--- src/rtl/chip_mode_pkg.sv ---
// Shared types and constants for the dispenser mode controller.
// Holds the state encoding and the idle command words.
package chip_mode_pkg;

  localparam int CMD_W = 7;

  localparam logic [CMD_W-1:0] CTRL_IDLE  = 7'b1101110;
  localparam logic [CMD_W-1:0] MAINT_IDLE = 7'b0111111;

  typedef enum logic [2:0] {
    NORMAL   = 3'd0,
    DRAIN    = 3'd1,
    SWAP_N2M = 3'd2,
    MAINT    = 3'd3,
    SWAP_M2N = 3'd4
  } state_e;

endpackage

--- src/rtl/key_debounce.sv ---
// Maintenance keyswitch synchroniser and debouncer.
// Level flips after DEBOUNCE_LEN consecutive opposite samples.
module key_debounce #(
  parameter int DEBOUNCE_LEN = 16
) (
  input  logic clk,
  input  logic reset,
  input  logic key_raw,
  output logic maint_db
);

  localparam int CW = $clog2(DEBOUNCE_LEN + 1);
  localparam logic [CW-1:0] CNT_LAST = CW'(DEBOUNCE_LEN - 1);

  logic          sync1_q;
  logic          sync2_q;
  logic          db_q;
  logic          db_d;
  logic [CW-1:0] cnt_q;
  logic [CW-1:0] cnt_d;

  // Count run of samples disagreeing with the level; flip on full run.
  always_comb begin
    db_d  = db_q;
    cnt_d = '0;
    if (sync2_q != db_q) begin
      if (cnt_q == CNT_LAST) begin
        db_d = ~db_q;
      end else begin
        cnt_d = cnt_q + CW'(1);
      end
    end
  end

  // Two-flop synchroniser plus debounce state.
  always_ff @(posedge clk) begin
    if (reset) begin
      sync1_q <= 1'b0;
      sync2_q <= 1'b0;
      db_q    <= 1'b0;
      cnt_q   <= '0;
    end else begin
      sync1_q <= key_raw;
      sync2_q <= sync1_q;
      db_q    <= db_d;
      cnt_q   <= cnt_d;
    end
  end

  assign maint_db = db_q;

endmodule

--- src/rtl/dispense_mode_controller.sv ---
// Switches the dispenser command mux between controller and maintenance.
// MAINT_TIMEOUT_EN adds an idle auto-return from maintenance mode.
module dispense_mode_controller
  import chip_mode_pkg::*;
#(
  parameter int DEBOUNCE_LEN  = 16,
  parameter int GUARD_CYCLES  = 4,
  parameter int DRAIN_TIMEOUT = 1024
`ifdef MAINT_TIMEOUT_EN
  , parameter int MAINT_IDLE_LIMIT = 65535
`endif
) (
  input  logic             clk,
  input  logic             reset,
  input  logic             maint_req,
  input  logic             dispense_busy,
  input  logic             cmd_valid,
  input  logic [CMD_W-1:0] cmd_data,
  output logic             cmd_ready,
  output logic             select,
  output logic [CMD_W-1:0] mux_data,
  output logic             mode_maint,
  output logic             switching,
  output logic             drain_fault
);

  localparam int GW = $clog2(GUARD_CYCLES + 1);
  localparam logic [GW-1:0] GUARD_MAX  = GW'(GUARD_CYCLES);
  localparam logic [GW-1:0] GUARD_LAST = GW'(GUARD_CYCLES - 1);

  localparam int BW = $clog2(DRAIN_TIMEOUT + 1);
  localparam logic [BW-1:0] BUSY_MAX  = BW'(DRAIN_TIMEOUT);
  localparam logic [BW-1:0] BUSY_LAST = BW'(DRAIN_TIMEOUT - 1);

  logic             maint_db;
  logic             cmd_acc;
  logic             entry_ok;

  state_e           state_q,    state_d;
  logic             sel_q,      sel_d;
  logic [CMD_W-1:0] mux_q,      mux_d;
  logic [GW-1:0]    guard_q,    guard_d;
  logic [BW-1:0]    busy_cnt_q, busy_cnt_d;
  logic             fault_q,    fault_d;

`ifdef MAINT_TIMEOUT_EN
  localparam int TW = $clog2(MAINT_IDLE_LIMIT + 1);
  localparam logic [TW-1:0] TMO_LAST = TW'(MAINT_IDLE_LIMIT - 1);

  logic [TW-1:0]    tmo_q,      tmo_d;
  logic             blk_q,      blk_d;

  assign entry_ok = ~blk_q;
`else
  assign entry_ok = 1'b1;
`endif

  key_debounce #(
    .DEBOUNCE_LEN (DEBOUNCE_LEN)
  ) u_key_debounce (
    .clk      (clk),
    .reset    (reset),
    .key_raw  (maint_req),
    .maint_db (maint_db)
  );

  assign cmd_ready = ((state_q == NORMAL) && !maint_db) ||
                     ((state_q == MAINT)  &&  maint_db);
  assign cmd_acc   = cmd_valid && cmd_ready;

  // Next-state and next-output computation for the mode sequencer.
  always_comb begin
    state_d    = state_q;
    sel_d      = sel_q;
    mux_d      = mux_q;
    guard_d    = guard_q;
    busy_cnt_d = busy_cnt_q;
    fault_d    = fault_q;
`ifdef MAINT_TIMEOUT_EN
    tmo_d      = tmo_q;
    blk_d      = blk_q & maint_db;
`endif
    case (state_q)
      NORMAL: begin
        if (maint_db && entry_ok) begin
          state_d    = DRAIN;
          mux_d      = CTRL_IDLE;
          guard_d    = '0;
          busy_cnt_d = '0;
        end else if (cmd_acc) begin
          mux_d = cmd_data;
        end
      end
      DRAIN: begin
        if (dispense_busy && (busy_cnt_q != BUSY_MAX)) begin
          busy_cnt_d = busy_cnt_q + BW'(1);
          if (busy_cnt_q == BUSY_LAST) begin
            fault_d = 1'b1;
          end
        end
        if (guard_q != GUARD_MAX) begin
          guard_d = guard_q + GW'(1);
        end
        if (!maint_db) begin
          state_d = NORMAL;
          mux_d   = CTRL_IDLE;
        end else if ((guard_q == GUARD_MAX) && !dispense_busy) begin
          state_d = SWAP_N2M;
          sel_d   = 1'b1;
          mux_d   = MAINT_IDLE;
          guard_d = '0;
        end
      end
      SWAP_N2M: begin
        if (guard_q == GUARD_LAST) begin
          state_d = MAINT;
`ifdef MAINT_TIMEOUT_EN
          tmo_d   = '0;
`endif
        end else begin
          guard_d = guard_q + GW'(1);
        end
      end
      MAINT: begin
        if (!maint_db) begin
          state_d = SWAP_M2N;
          mux_d   = MAINT_IDLE;
          guard_d = '0;
`ifdef MAINT_TIMEOUT_EN
        end else if (cmd_acc) begin
          mux_d = cmd_data;
          tmo_d = '0;
        end else if (tmo_q == TMO_LAST) begin
          state_d = SWAP_M2N;
          mux_d   = MAINT_IDLE;
          guard_d = '0;
          blk_d   = 1'b1;
        end else begin
          tmo_d = tmo_q + TW'(1);
        end
`else
        end else if (cmd_acc) begin
          mux_d = cmd_data;
        end
`endif
      end
      SWAP_M2N: begin
        if (guard_q == GUARD_LAST) begin
          state_d = NORMAL;
          sel_d   = 1'b0;
          mux_d   = CTRL_IDLE;
        end else begin
          guard_d = guard_q + GW'(1);
        end
      end
      default: begin
        state_d    = NORMAL;
        sel_d      = 1'b0;
        mux_d      = CTRL_IDLE;
        guard_d    = '0;
        busy_cnt_d = '0;
      end
    endcase
  end

  // Register sequencer state and all mux-facing outputs.
  always_ff @(posedge clk) begin
    if (reset) begin
      state_q    <= NORMAL;
      sel_q      <= 1'b0;
      mux_q      <= CTRL_IDLE;
      guard_q    <= '0;
      busy_cnt_q <= '0;
      fault_q    <= 1'b0;
`ifdef MAINT_TIMEOUT_EN
      tmo_q      <= '0;
      blk_q      <= 1'b0;
`endif
    end else begin
      state_q    <= state_d;
      sel_q      <= sel_d;
      mux_q      <= mux_d;
      guard_q    <= guard_d;
      busy_cnt_q <= busy_cnt_d;
      fault_q    <= fault_d;
`ifdef MAINT_TIMEOUT_EN
      tmo_q      <= tmo_d;
      blk_q      <= blk_d;
`endif
    end
  end

  assign select      = sel_q;
  assign mux_data    = mux_q;
  assign mode_maint  = (state_q == MAINT);
  assign switching   = (state_q == DRAIN) ||
                       (state_q == SWAP_N2M) ||
                       (state_q == SWAP_M2N);
  assign drain_fault = fault_q;

endmodule
--- config.mk ---
export PLATFORM = sky130hd
export DESIGN_NAME = dispense_mode_controller
export DESIGN_NICKNAME = d
export VERILOG_FILES = /design/src/rtl/chip_mode_pkg.sv /design/src/rtl/key_debounce.sv /design/src/rtl/dispense_mode_controller.sv
export SDC_FILE = /design/constraint.sdc
export NUM_CORES = 1
export LEC_CHECK = 0
export CORE_ASPECT_RATIO = 1.2
export CORE_UTILIZATION = 45
export DETAILED_ROUTE_END_ITERATION = 12
export PLACE_DENSITY = 0.7
export REMOVE_ABC_BUFFERS = 1
export SLEW_MARGIN = 10
export SYNTH_ARGS = -nofsm -noshare
export SYNTH_HDL_FRONTEND = slang
export SYNTH_SLANG_ARGS = --single-unit
--- constraint.sdc ---
create_clock -name clk -period 1.8 [get_ports clk]
set_clock_uncertainty 0.15 [all_clocks]
set_input_delay 0.36 -clock clk [delete_from_list [all_inputs] [get_ports clk]]
set_output_delay 0.36 -clock clk [all_outputs]
set_load 0.02 [all_outputs]
==> impl_results.md <==
- Status: complete, but fails checks
- Failing checks: negative setup slack
- Final Hold Violating Endpoints: 0
- Number of global-route vias before repair: 1,758
- Tot Pwr: 1.488 mW
- Drt pass-1 iters: 4
- Yosys warnings: 0
- Nets@finish: 320
- Synth Instances: 221
- Vias per cell: 5.382
- ANT nets after route: 0
- Worst Tran Pin Value: 0.4514 ns
- Sw Ratio: 23.24%
- CP Capture Type: register
- Critical path class: register to register
- Main synth FF type: dfxtp_1
- Clock root cell: clkbuf_8
- GRT overflow: 0
- Commonest non-fill, non-tap cell in the layout: buf_4
- FF+latch count, synth: 34
- Fin crit share: 103.8%
- Worst EP arrival: 1.95 ns
- Clk buf depth: 2
- Pleak: 1.168 nW
- Logic pwr share: 8.7%
- Die ar.: 4396 µm²
- WL final: 5.257 mm
- CORE AREA: 3941 µm²
- Area of the mapped netlist: 1861 µm²
- Clk_lat worst skew: 0.28 ns
- Ant diodes: 0
- Final core occ: 73.27%
- Final min period: 1.869 ns
- Worst slack at placement: -0.2455 ns
- Total number of vias: 1,916
- Initial antenna violation count: 0
- Setup TNS Final: -0.1775 ns
- Critical Path Max Stage Delay: 0.54 ns
- Max Freq: 0.5350 GHz
- Syn avg cell area: 8.419 µm²
- Most frequent cells in the layout: 51 x buf_4, 28 x nor2_1, 28 x dfxtp_1
- WP data required: 1.88 ns
- Worst-path clk slew: 0.07 ns
- Worst Setup Start Kind: register
- Slowest CP cell: or4b_4
- Critical-path cell list: buf_6, or4b_4, nand3_4, nand3_4, or4_1, nand2_1
- Internal cell power: 1.142 mW
- Seq/Total Area, Yosys: 36.58%
- Hold Path Class: register to register
- Async set-or-reset flop fraction in the synthesized netlist: 0%
- Clk pwr share: 39.6%
- Final setup fails: 6
- Flop pwr share: 51.7%
- Crit-path most repeated cell: nand3_4
- Htree depth: 2
- Power per Cell Area: 515.1 nW/µm²
- Maxcap violations: 0
- Fraction of layout cells with a size suffix above 1: 38.41%
- Std cell rows: 25
- Largest net degree at the start of global routing: 11
- Peak supply drop: 0.5555 mV
- Total GRT Usage: 23.31%
- Post-synth EDFFs: 0
- Slew margin rel.: 69.13%
- Initial core utilization: 47.21%
- Die Span Y: 72.44 µm
- Synth-to-layout area growth: 55.21%
- P_sw: 345.7 µW
- DRC viols: 0
- IO Pins: 24
- Die X: 60.70 µm
- Slew Viols, Final: 0
- CTS tree: built
- Synth cell types: 50
- GPL Wtd Cong: 0.9619
- Wire per inst: 14.77 µm
- CTS sink count: 34
- Post-route setup slack: -0.06906 ns
- IO buf count: 23
- RSZ-0062 raised after global routing: yes
- Critical path peak fanout: 7
- Starting DRT DRC Count: 87
- Detailed placement HPWL: 3.333 mm
- Num CTS Buffers: 5
- Global-route wire length before repair: 7.707 mm
[power groups by stage]
stage | Sequential, mW | Clock, mW | Combinational (mW)
floorplan | 0.801 | 0 | 0.0301
finish | 0.769 | 0.589 | 0.130
CTS | 0.770 | 0.609 | 0.123
detailed placement | 0.790 | 0 | 0.124
global route | 0.770 | 0.633 | 0.140
global placement | 0.790 | 0 | 0.123
[logic make-up after synthesis]
family          count (synthesis)  synth area share, %
simple gates                   93                27.37
compound gates                 50                17.42
flops                          34                36.58
buf+inv                        21                6.119
xor+xnor                       13                6.120
fa+ha+maj                       7                4.707
mux                             3                1.681
[cell usage after synthesis, types with 2 or more instances]
library cell / instances / area (µm²)
a211o_1: 3 / 26.28
a21oi_1: 16 / 80.08
a31oi_1: 6 / 37.54
a32oi_1: 2 / 17.52
a41oi_1: 2 / 17.52
and2_1: 2 / 12.51
and3_1: 2 / 12.51
buf_2: 2 / 10.01
buf_6: 3 / 33.78
clkbuf_1: 4 / 15.01
dfxtp_1: 34 / 680.7
ha_1: 7 / 87.58
inv_1: 11 / 41.29
mux2i_1: 2 / 20.02
nand2_1: 16 / 60.06
nand2b_1: 5 / 31.28
nand3_1: 7 / 35.03
nand3_4: 2 / 35.03
nand3b_1: 2 / 15.01
nand4_1: 7 / 43.79
nor2_1: 30 / 112.6
nor2b_1: 3 / 18.77
nor3_1: 2 / 10.01
nor3b_1: 2 / 15.01
nor4_1: 2 / 12.51
o211ai_1: 3 / 22.52
o21ai_0: 6 / 30.03
o21ai_1: 3 / 15.01
or3_1: 3 / 18.77
xnor2_1: 3 / 26.28
xor2_1: 10 / 87.58
[critical path, delay by kind of cell (launching register included)]
kind | cells | cell delay, ns
buf+inv | 1 | 0.12
flops | 1 | 0.37
simple gates | 5 | 1.18
[final cells by class]
cell class,instances,area (µm²)
clock buffer,7,86.33
clock inverter,1,5.005
fill,297,1054
inverter,11,41.29
multi-input combinational,166,1265
sequential,34,695.7
tap,54,67.56
timing repair buffer,83,726.9
[timing repair]
item,CTS,global route
gates cloned,0,0
endpoints found under the hold margin,0,0
setup endpoints to repair,21,30
pin swaps,7,18
gates resized for setup,33,49
setup buffers,5,6
hold buffers,0,0
[sequential cells by signal (all words and copies together) (netlist names)]
name / cells
u_key_debounce.cnt_q: 5
mux_data: 7
u_key_debounce.sync2_q: 1
drain_fault: 1
select: 1
state_q: 3
guard_q: 3
busy_cnt_q: 11
u_key_debounce.sync1_q: 1
u_key_debounce.maint_db: 1
[per-layer routing]
metal  global-route usage (%)  wire length [µm]
met1                    27.48              2075
met2                    40.17              2809
met3                    4.100               250
met4                    10.61               122
met5                        0                 0
[per-stage QoR]
stage / hold WS, ns / cells / area (µm²)
after floorplan: 0.2638 / 211 / 1788
after global placement: 0.2808 / 337 / 2466
after detailed placement: 0.2843 / 337 / 2466
after CTS: 0.3015 / 350 / 2640
after global routing: 0.3263 / 356 / 2888
final: 0.3006 / 356 / 2888
[path summary, 6_finish.rpt]
| kind | startpoint | cells after the start | endpoint | slack, ns |
|---|---|---|---|---|
| worst min-delay path | u_key_debounce.cnt_q[0] | 1 | u_key_debounce.cnt_q[0] | 0.30 |
| worst max register to register | state_q[0] | 6 | busy_cnt_q[7] | -0.07 |
| worst min register to register | u_key_debounce.cnt_q[0] | 1 | u_key_debounce.cnt_q[0] | 0.30 |
| worst max-delay path | state_q[0] | 6 | busy_cnt_q[7] | -0.07 |
(Power assumes the default switching activity.)
